$ cat src/rtl/cmp_sort_ctrl.sv
// Four-element ascending bubble sort with early exit, time-sharing one external
// combinational comparator: one compare (and optional swap) per clock.
module cmp_sort_ctrl #(
  parameter int WIDTH = 4
) (
  input  logic               clk,
  input  logic               rst,
  input  logic               start,
  input  logic [4*WIDTH-1:0] in_data,
  output logic [WIDTH-1:0]   cmp_a,
  output logic [WIDTH-1:0]   cmp_b,
  input  logic               cmp_gt,
  input  logic               cmp_lt,
  output logic               busy,
  output logic               done,
  output logic [4*WIDTH-1:0] out_data,
  output logic [2:0]         swaps,
  output logic               err
);

  localparam int NUM_ELEM = 4;

  typedef enum logic {IDLE, CMP} state_t;
  typedef logic [NUM_ELEM-1:0][WIDTH-1:0] vec_t;

  state_t     r_state, w_state;
  vec_t       r_elem,  w_elem;
  vec_t       r_out,   w_out;
  logic [1:0] r_pass,  w_pass;
  logic [1:0] r_idx,   w_idx;
  logic       r_ps,    w_ps;
  logic       r_done,  w_done;
  logic       r_err,   w_err;
  logic [2:0] r_swaps, w_swaps;

  logic [1:0] w_idx1;
  logic       w_last;
  logic       w_swap_seen;
  logic       w_busy;

  assign w_busy      = (r_state == CMP);
  assign w_idx1      = r_idx + 2'd1;
  // pass p walks idx 0..2-p; the largest remaining value settles at the top
  assign w_last      = (r_idx == (2'd2 - r_pass));
  assign w_swap_seen = r_ps | cmp_gt;

  assign cmp_a    = w_busy ? r_elem[r_idx]  : '0;
  assign cmp_b    = w_busy ? r_elem[w_idx1] : '0;
  assign busy     = w_busy;
  assign done     = r_done;
  assign out_data = r_out;
  assign swaps    = r_swaps;
  assign err      = r_err;

  always_comb begin
    w_state = r_state;
    w_elem  = r_elem;
    w_out   = r_out;
    w_pass  = r_pass;
    w_idx   = r_idx;
    w_ps    = r_ps;
    w_done  = 1'b0;
    w_err   = r_err;
    w_swaps = r_swaps;
    case (r_state)
      IDLE: begin
        if (start) begin
          w_elem  = in_data;
          w_swaps = '0;
          w_err   = 1'b0;
          w_ps    = 1'b0;
          w_pass  = '0;
          w_idx   = '0;
          w_state = CMP;
        end
      end
      CMP: begin
        // only strict a>b swaps, so equal keys keep their order
        if (cmp_gt) begin
          w_elem[r_idx]  = r_elem[w_idx1];
          w_elem[w_idx1] = r_elem[r_idx];
          w_swaps        = r_swaps + 3'd1;
        end
        if (cmp_gt && cmp_lt) w_err = 1'b1;
        if (w_last) begin
          if (!w_swap_seen || r_pass == 2'd2) begin
            w_out   = w_elem;
            w_done  = 1'b1;
            w_state = IDLE;
            w_idx   = '0;
            w_pass  = '0;
            w_ps    = 1'b0;
          end else begin
            w_pass = r_pass + 2'd1;
            w_idx  = '0;
            w_ps   = 1'b0;
          end
        end else begin
          w_idx = w_idx1;
          w_ps  = w_swap_seen;
        end
      end
      default: w_state = IDLE;
    endcase
  end

  always_ff @(posedge clk or posedge rst) begin
    if (rst) begin
      r_state <= IDLE;
      r_elem  <= '0;
      r_out   <= '0;
      r_pass  <= '0;
      r_idx   <= '0;
      r_ps    <= 1'b0;
      r_done  <= 1'b0;
      r_err   <= 1'b0;
      r_swaps <= '0;
    end else begin
      r_state <= w_state;
      r_elem  <= w_elem;
      r_out   <= w_out;
      r_pass  <= w_pass;
      r_idx   <= w_idx;
      r_ps    <= w_ps;
      r_done  <= w_done;
      r_err   <= w_err;
      r_swaps <= w_swaps;
    end
  end

endmodule

$ cat config.mk
export PLATFORM = sky130hd
export DESIGN_NAME = cmp_sort_ctrl
export DESIGN_NICKNAME = d
export VERILOG_FILES = /design/src/rtl/cmp_sort_ctrl.sv
export SDC_FILE = /design/constraint.sdc
export NUM_CORES = 1
export LEC_CHECK = 0
export ABC_AREA = 1
export CAP_MARGIN = 5
export CORE_UTILIZATION = 53
export CTS_BUF_LIST = sky130_fd_sc_hd__clkbuf_2
export DETAILED_ROUTE_END_ITERATION = 10
export PLACE_DENSITY = 0.89
export SYNTH_ARGS = -nofsm -noshare
export SYNTH_HDL_FRONTEND = slang
export SYNTH_SLANG_ARGS = --single-unit
$ cat constraint.sdc
create_clock -name clk -period 4.8 [get_ports clk]
set_input_delay 1.2 -clock clk [delete_from_list [all_inputs] [get_ports clk]]
set_output_delay 1.2 -clock clk [all_outputs]
set_load 0.1 [all_outputs]
==> results.md <==
* Post-synth top area cell: dfrtp_1
* CORE AREA at slightly above 0.005 mm2
* H-tree lvl count at 2
* Via density at ~5.5
* Syn_area_per_cell at between 6 and 7 um2
* Drt wl/cell at 15.2 um
* Synthesized flop and latch total at 43
* CP Capture Type: output pin
* Initial antenna violation count at 0
* Met3 Use GR at under 10%
* Fin crit period at around 4.2 ns
* Post-synth ARST share at 100%
* Post_cts resized at 0
* Period utilization at approximately 87%
* Root Buffer: clkbuf_2
* Met2 usage at 52.6%
* Sequential area share after synthesis at 38.4%
* WS Path Type: reg -> out
* Post-route ant nets at 0
* Fill count at roughly 480
* Antenna cells at 0
* Clock Skew at approximately 0.026 ns
* Die Y at ~75 um
* Total number of vias at between 2000 and 3000
* Number of CTS-inserted buffers at 5
* Clock-pin slew on the worst setup and hold paths at 0.24 ns
* Initial core utilization at 54.9%
* Yosys warning total at 0
* Share of layout cells above drive strength 1 at under 10%
* Max-Cap Viols at 0
* Drt drc at 0
* Synth top area cells: dfrtp_1, nand2_1, nand3_1, inv_1, ha_1
* Pin count of the biggest net entering global routing at 27
* Post-Syn Area at 0.00280 mm2
* Min-Delay Path Class: reg -> reg
* Most frequent cell after synthesis: nand2_1
* CTS Sinks at 43
* Nets at around 490
* DPL Wire Length at about 5700 um
* Post-synth cell types at 22
* DIE WIDTH at 74.7 um
* Gr ovfl total at 0
* Die area at around 0.0056 mm2
* CP Launch Type: flip-flop
* Total GRT Usage at about a third
* Final setup viols at 0
* Final slew viol count at 0
* Area Growth Syn to Fin at 20.0%
* Multi-input gate area at 0.00146 mm2
* Buffers on Ports at 50
* Slew @ Worst Pin at between 1 and 1.5 ns
* TNS Setup at 0 ns
* EDFF count, synth at 0
* Final Hold Fails at 0
* Most Used Layer, Global Route: met2
* Hold_buf cts at 0
* First-pass GRT wire length at ~13000 um
* Status: finished clean
* FF+latch area at roughly 0.0011 mm2
* DRT Pass-1 Iters at 5
* Max clock buf depth at 2
* Rel. slew slack at about 33%
* IO Count at between 50 and 60
* Synth Instances at between 400 and 500
* Main synth FF type: dfrtp_1
* GPL Wtd Cong at 0.954
* Fmax at ~0.24 GHz
* Synth top area share at a little under two fifths
* Synth cell count leaders: nand2_1, nand3_1, dfrtp_1, inv_1, a21oi_1
* # rows at 26
* Postcts setup bufs at 0
* RSZ-0062 raised after global routing: false
* Met1 Resource Use GR at a little over two fifths
* Worst-Skew Late Latency at 0.43 ns
* Final WL at approximately 8100 um
* Arrival time of the worst setup path at 2.97 ns
* Critical Path RT at approximately 3.6 ns
* Syn nets at 447
* CTS tree: built
* Critical-path maximum fanout at 26
* Drt initial violations at ~280
* Vias in the first global route at about 2700
area by class of cell:
type	instances	share of cell area [%]
clock inverters	2	1.12
inverters	46	5.28
flip-flops and latches	43	32.0
clock buffers	5	0.744
repair buffers	53	15.0
multi-input cells	311	43.3
well taps	70	2.60
metal layers:
layer	part of all wire, %	vias up
met5	0	-
met4	1.4	0
met3	5.5	14
met2	48	120
met1	45	1373
li1	-	1418
critical path, cell delays in order (launching register included):
cell and delay, ns:
dfrtp_1 0.93, inv_2 0.33, ha_1 0.47, inv_1 0.14, nand3_1 0.15, nand2_1 0.10
nor2_1 0.12, buf_4 0.30
per-stage QoR:
stage	instances	cell area (um2)	util, %	worst slack, ns	hold WS, ns
finish	530	3360	65.9	0.627	0.482
global route	530	3360	65.9	0.354	0.514
CTS	530	3360	65.9	0.668	0.487
detailed placement	523	3300	64.6	1.18	0.458
global placement	523	3300	64.6	1.25	0.450
floorplan	416	2800	-	0.934	0.482
flip-flops by register name, indices dropped and copies added, names as in the netlist:
register and cells:
r_pass 2, r_idx 2, r_ps 1, busy 1, r_elem 16, err 1
done 1, out_data 16, swaps 3
path summary, 6_finish.rpt:
check                           depth (start not counted)  startpoint   endpoint  slack [ns]
worst max-delay path                                    7    r_idx[0]   cmp_b[3]        0.63
worst min-delay path                                    1    swaps[2]   swaps[2]        0.48
worst max register to register                         10    r_idx[0]  r_elem[5]        2.16
worst min register to register                          1    swaps[2]   swaps[2]        0.48
max in group asynchronous                               3         rst  r_elem[6]        2.75
min in group asynchronous                               2         rst       busy        1.19
cell families (layout without fill, tap and decap cells):
kind of cell,after synthesis,in the layout,share of synthesized area [%]
AND/OR/NAND/NOR,251,251,37.7
buffers and inverters,62,106,9.64
AO/OA/AOI/OAI,48,48,9.15
flip-flops,43,43,38.4
adder cells (fa/ha/maj),10,10,4.46
XOR/XNOR,2,2,0.625
layout by cell type, fill, tap and decap left out, types with 2 or more instances in the layout:
| master | instances |
|---|---|
| o21ai_0 | 18 |
| nand3_1 | 73 |
| clkdlybuf4s50_1 | 42 |
| nor2_2 | 2 |
| inv_2 | 2 |
| clkbuf_2 | 5 |
| nand2_1 | 162 |
| ha_1 | 10 |
| xnor2_1 | 2 |
| nor2_1 | 12 |
| buf_4 | 11 |
| clkinv_1 | 2 |
| a21oi_1 | 23 |
| dfrtp_1 | 43 |
| inv_1 | 40 |
| inv_4 | 2 |
| o21ai_1 | 2 |
| a22o_1 | 4 |
Power is left out: the tool's default activity adds up to more than one toggle a clock period on the data nets, which glitch-free logic cannot reach.
